==> src/rtl/alu_pkg.sv <==
// alu_pkg: shared ALU control codes, ALUOp/funct encodings and issue FSM states
package alu_pkg;
  localparam logic [3:0] ALU_AND = 4'b0000;
  localparam logic [3:0] ALU_OR  = 4'b0001;
  localparam logic [3:0] ALU_ADD = 4'b0010;
  localparam logic [3:0] ALU_SUB = 4'b0110;
  localparam logic [3:0] ALU_MUL = 4'b1111;
  localparam logic [1:0] ALUOP_LS  = 2'b00;
  localparam logic [1:0] ALUOP_BR  = 2'b01;
  localparam logic [1:0] ALUOP_R   = 2'b10;
  localparam logic [1:0] ALUOP_IMM = 2'b11;
  localparam logic [6:0] F7_BASE = 7'b0000000;
  localparam logic [6:0] F7_ALT  = 7'b0100000;
  localparam logic [6:0] F7_MUL  = 7'b0000001;
  localparam logic [2:0] F3_ADD = 3'b000;
  localparam logic [2:0] F3_AND = 3'b111;
  localparam logic [2:0] F3_OR  = 3'b110;
  typedef enum logic [1:0] {S_IDLE, S_EXEC, S_MULW, S_HOLD} state_t;
endpackage

==> src/rtl/alu_ctrl_decode.sv <==
// alu_ctrl_decode: ALUOp/funct7/funct3 to 4-bit ALU control code, unsupported ops become add
module alu_ctrl_decode
  import alu_pkg::*;
(
  input  logic [1:0] alu_op,
  input  logic [6:0] funct7,
  input  logic [2:0] funct3,
  output logic [3:0] code,
  output logic       illegal
);
  // map the op class and function fields onto an ALU code, flagging anything unknown
  always_comb begin
    code = ALU_ADD;
    illegal = 1'b0;
    case (alu_op)
      ALUOP_LS: code = ALU_ADD;
      ALUOP_BR: code = ALU_SUB;
      ALUOP_R:
        case ({funct7, funct3})
          {F7_BASE, F3_ADD}: code = ALU_ADD;
          {F7_ALT, F3_ADD}:  code = ALU_SUB;
          {F7_BASE, F3_AND}: code = ALU_AND;
          {F7_BASE, F3_OR}:  code = ALU_OR;
          {F7_MUL, F3_ADD}:  code = ALU_MUL;
          default:           illegal = 1'b1;
        endcase
      default:
        case (funct3)
          F3_ADD:  code = ALU_ADD;
          F3_AND:  code = ALU_AND;
          F3_OR:   code = ALU_OR;
          default: illegal = 1'b1;
        endcase
    endcase
  end
endmodule

==> src/rtl/alu_issue_ctrl.sv <==
// alu_issue_ctrl: registers decoded op and operands onto the ALU, waits its latency, hands result downstream
module alu_issue_ctrl
  import alu_pkg::*;
#(
  parameter int WIDTH = 32,
  parameter int MUL_CYCLES = 3
) (
  input  logic             clk_i,
  input  logic             rst_i,
  input  logic             in_valid_i,
  output logic             in_ready_o,
  input  logic [1:0]       alu_op_i,
  input  logic [6:0]       funct7_i,
  input  logic [2:0]       funct3_i,
  input  logic             alu_src_i,
  input  logic [WIDTH-1:0] rs1_data_i,
  input  logic [WIDTH-1:0] rs2_data_i,
  input  logic [WIDTH-1:0] imm_i,
  output logic [3:0]       alu_ctrl_o,
  output logic [WIDTH-1:0] alu_data1_o,
  output logic [WIDTH-1:0] alu_data2_o,
  input  logic [WIDTH-1:0] alu_data_i,
  output logic             res_valid_o,
  input  logic             res_ready_i,
  output logic [WIDTH-1:0] result_o,
  output logic             zero_o,
  output logic             illegal_o,
  output logic             busy_o
);
  state_t state, state_nx;
  logic [3:0] code_d, cnt;
  logic ill_d, ill_q, accept, capture;
  state_t issue_st;
  alu_ctrl_decode u_dec (
    .alu_op (alu_op_i),
    .funct7 (funct7_i),
    .funct3 (funct3_i),
    .code   (code_d),
    .illegal(ill_d)
  );
  assign in_ready_o  = state == S_IDLE || (state == S_HOLD && res_ready_i);
  assign accept      = in_valid_i && in_ready_o;
  assign capture     = state == S_EXEC || (state == S_MULW && cnt == '0);
  assign res_valid_o = state == S_HOLD;
  assign busy_o      = state != S_IDLE;
  assign issue_st    = code_d == ALU_MUL ? S_MULW : S_EXEC;
  // state register; reset aborts any op in flight
  always_ff @(posedge clk_i or negedge rst_i)
    if (!rst_i) state <= S_IDLE;
    else state <= state_nx;
  // next state: issue from IDLE or straight out of HOLD when the result is taken
  always_comb begin
    state_nx = state;
    case (state)
      S_IDLE:  state_nx = accept ? issue_st : S_IDLE;
      S_EXEC:  state_nx = S_HOLD;
      S_MULW:  state_nx = cnt == '0 ? S_HOLD : S_MULW;
      S_HOLD:  state_nx = accept ? issue_st : (res_ready_i ? S_IDLE : S_HOLD);
      default: state_nx = S_IDLE;
    endcase
  end
  // operands change only on accept so the ALU sees stable inputs for the whole op
  always_ff @(posedge clk_i or negedge rst_i)
    if (!rst_i) begin
      alu_ctrl_o  <= '0;
      alu_data1_o <= '0;
      alu_data2_o <= '0;
      ill_q       <= 1'b0;
      cnt         <= '0;
    end else if (accept) begin
      alu_ctrl_o  <= code_d;
      alu_data1_o <= rs1_data_i;
      alu_data2_o <= alu_src_i ? imm_i : rs2_data_i;
      ill_q       <= ill_d;
      cnt         <= code_d == ALU_MUL ? 4'(MUL_CYCLES - 1) : '0;
    end else if (state == S_MULW && cnt != '0) begin
      cnt <= cnt - 4'd1;
    end
  // capture the ALU result once its latency has elapsed; held until the next capture
  always_ff @(posedge clk_i or negedge rst_i)
    if (!rst_i) begin
      result_o  <= '0;
      zero_o    <= 1'b0;
      illegal_o <= 1'b0;
    end else if (capture) begin
      result_o  <= alu_data_i;
      zero_o    <= alu_data_i == '0;
      illegal_o <= ill_q;
    end
endmodule
==> config.mk <==
export PLATFORM = sky130hd
export DESIGN_NAME = alu_issue_ctrl
export DESIGN_NICKNAME = d
export VERILOG_FILES = /design/src/rtl/alu_pkg.sv /design/src/rtl/alu_ctrl_decode.sv /design/src/rtl/alu_issue_ctrl.sv
export SDC_FILE = /design/constraint.sdc
export NUM_CORES = 1
export LEC_CHECK = 0
export ABC_AREA = 1
export CORE_MARGIN = 2
export CORE_UTILIZATION = 43
export CTS_CLUSTER_DIAMETER = 100
export DETAILED_ROUTE_END_ITERATION = 12
export GPL_ROUTABILITY_DRIVEN = 1
export PLACE_DENSITY = 0.85
export SLEW_MARGIN = 10
export SYNTH_ARGS = -nofsm -noshare
export SYNTH_HDL_FRONTEND = slang
export SYNTH_SLANG_ARGS = --single-unit
==> constraint.sdc <==
create_clock -name clk_i -period 2.8 [get_ports clk_i]
set_clock_uncertainty 0.1 [all_clocks]
set_input_delay 0.56 -clock clk_i [delete_from_list [all_inputs] [get_ports clk_i]]
set_output_delay 0.56 -clock clk_i [all_outputs]
set_load 0.05 [all_outputs]
==> results.yml <==
run_status:
  status: "completed"
synth:
  syn_nets: 752
  synth_xor_area_share_pct: 0
  synth_simple_gate_area_share_pct: 22.9
  synth_compound_area_share_pct: 11.5
  synth_top_family_by_area: "simple AND/OR/NAND/NOR gates"
  synth_warnings: 0
  synth_cells: 606
  ys_seq_area_share_pct: 55.1
  synthesis.area_mm2: 0.00495
  synthMuxAreaShare_pct: 0
  synth_cell_types: 25
  synthAdderAreaFrac_pct: 0.253
  synth_seq_cells: 109
  avgSynthCellArea_um2: 8.16
global_routing:
  grt_max_degree: 51
  grt_pass1_wl_um: 22000
  antenna_found_initial: 0
  grt_usage_pct: 22.3
  grt_pass1_vias: 4555
  grt-ovfl-total: 0
worst_setup_path:
  cp-start-kind: "flip-flop"
  critPathCapture: "busy_o"
  cp.arrival_ps: 1790
  crit_required_ps: 2140
  r2r_end: "result_o[9]"
  end_kind: "output pin"
  r2r-start: "cnt[0]"
  crit_type: "flip-flop to output pin"
  startpoint: "state[0]"
  reg2reg_slack_ps: 1060
  worst-path-max-fanout: 4
  worstRegToRegCells: 8
placed_design:
  port_buffers: 249
  dpl.cell_count: 980
  placed_area_mm2: 0.00751
  dp_hpwl_um: 10300
  globalplace.congestion: 0.798
cells_and_area:
  fin_cells: 996
  fin_area_mm2: 0.00778
  layout_commonest_cell: "clkdlybuf4s50_1"
  drive_gt1_share_pct: 5.04
  finish.net_count: 994
  n_antenna_cell: 0
  area_growth_pct: 57.2
  layout_common_cells: "246 x clkdlybuf4s50_1, 224 x nand2_1, 109 x dfrtp_1"
clocking:
  clock_latency_ps: 350
  cts_made_buffers: 9
  cts.clk_slew.worst_paths_ps: 70
  cts_sinks: 109
  ctsResizeCount: 0
  cts_setup_buffers: 0
  cts_root_buffer: "clkbuf_16"
  cts_tree: "built"
  htree_num_levels: 3
  clockBufferDepth: 2
  cts_hold_buf: 0
power_and_ir_drop:
  internal-power_w: 0.00486
  power_leakage_nw: 3.75
  power_frac_seq_pct: 28.0
  powerDensity_mw_per_mm2: 1260
  pwr-share-clk_pct: 11.9
  combPwrFrac_pct: 60.1
  ir_worst_vdd_uv: 1000
  switching_share_pct: 50.4
  netSwitchingPower_w: 0.00494
sta:
  rsz0062_at_grt: "false"
  relSlewSlack_pct: 60.7
  period_minus_slack_ps: 2450
  finalCritPeriodShare_pct: 87.3
  hold_viol: 0
  worst_pin_slew_ps: 589
  drv_slew: 0
  fmax_ghz: 0.409
  setup_viol: 0
  finalSetupTns_ps: 0
flow_run:
  drv_cap: 0
routing:
  drt-total-wl_um: 13400
  wl_per_cell_um: 13.4
  drc: 0
  viasPerCell: 4.65
  ant_nets: 0
  drt_iter0_markers: 317
  via_count: 4628
  dr.pass1.iters: 4
floorplan:
  fp-row-count: 39
  ios: 250
  die_area_mm2: 0.0124
  die_w_um: 111
  start_util_pct: 43.7
  die_y_um: 111
  coreArea_mm2: 0.0113
hold_path:
  hold_class: "input pin to asynchronous set/reset pin"
==> metrics by stage <==
step | hold slack (ps) | utilization, % | worst slack, ps | total power [W]
after global placement | 351 | 66.3 | 638 | 0.00857
after floorplan | 164 | - | 1120 | 0.00664
after CTS | 125 | 68.7 | 323 | 0.00989
after global routing | 151 | 68.7 | 282 | 0.0104
after detailed placement | 356 | 66.3 | 574 | 0.00869
final | 108 | 68.7 | 355 | 0.00980
==> worst min-delay path by stage <==
| stage | start | endpoint | cells past startpoint |
|---|---|---|---|
| 3_3_place_gp | cnt[3] | cnt[3] | 1 |
| 3_5_place_dp | cnt[3] | cnt[3] | 1 |
| 2_1_floorplan | rst_i | alu_ctrl_o[0] | 0 |
| 4_1_cts | rst_i | zero_o | 1 |
| 5_1_grt | rst_i | alu_data1_o[31] | 1 |
| 6_report | rst_i | alu_data1_o[31] | 1 |
==> flip-flops by register name, indices dropped and copies added, names as in the netlist <==
name	cells
illegal_o	1
alu_data1_o	32
alu_data2_o	32
result_o	32
ill_q	1
state	2
zero_o	1
cnt	4
alu_ctrl_o	4
==> cell type report <==
type	count	area (um2)
Tap cell	143	179
Inverter	80	303
Fill cell	905	3540
Timing Repair Buffer	260	2590
Clock inverter	6	38.8
Sequential cell	109	2730
Multi-Input combinational cell	388	1710
Clock buffer	10	229
==> power groups by stage <==
stage / clock (W) / sequential (W) / combinational [W]
global placement: 0 / 0.00275 / 0.00583
global route: 0.00128 / 0.00284 / 0.00625
floorplan: 0 / 0.00518 / 0.00146
detailed placement: 0 / 0.00275 / 0.00593
finish: 0.00117 / 0.00275 / 0.00589
CTS: 0.00120 / 0.00275 / 0.00594
==> kinds of logic after synthesis <==
kind of cell | after synthesis
flip-flops | 109
AO/OA/AOI/OAI | 109
buffers and inverters | 109
AND/OR/NAND/NOR | 278
adder cells (fa/ha/maj) | 1
==> layer usage <==
metal | global-route usage, % | part of all wire, % | up-vias
li1 | - | - | 2359
met1 | 26.6 | 42 | 2083
met2 | 38.6 | 50 | 159
met3 | 5.85 | 6.0 | 27
met4 | 8.56 | 2.7 | 0
met5 | 0 | 0 | -
==> cells in the mapped netlist <==
library cell    n  area (um2)
a21oi_1         6        30.0
buf_1           3        11.3
buf_2           8        40.0
buf_6           7        78.8
buf_8           3        45.0
clkbuf_1        8        30.0
dfrtp_1       109        2730
ha_1            1        12.5
inv_1          78         293
inv_2           1        3.75
inv_4           1        6.26
nand2_1       224         841
nand2_2         3        18.8
nand2_4         1        11.3
nand2_8         1        20.0
nand3_1        12        60.1
nand3_2         1        10.0
nand3_4         1        17.5
nand4_1         8        50.1
nor2_1         25        93.8
nor3_1          2        10.0
o211ai_1        1        7.51
o21ai_0        78         390
o21ai_1        19        95.1
o21ai_2         5        43.8
==> critical path, stage by stage, from the launching register on <==
cell and delay (ps):
dfrtp_1 370, inv_1 90, nand2_2 130, clkdlybuf4s50_1 840
No activity file was read; power rests on OpenSTA's default activity.
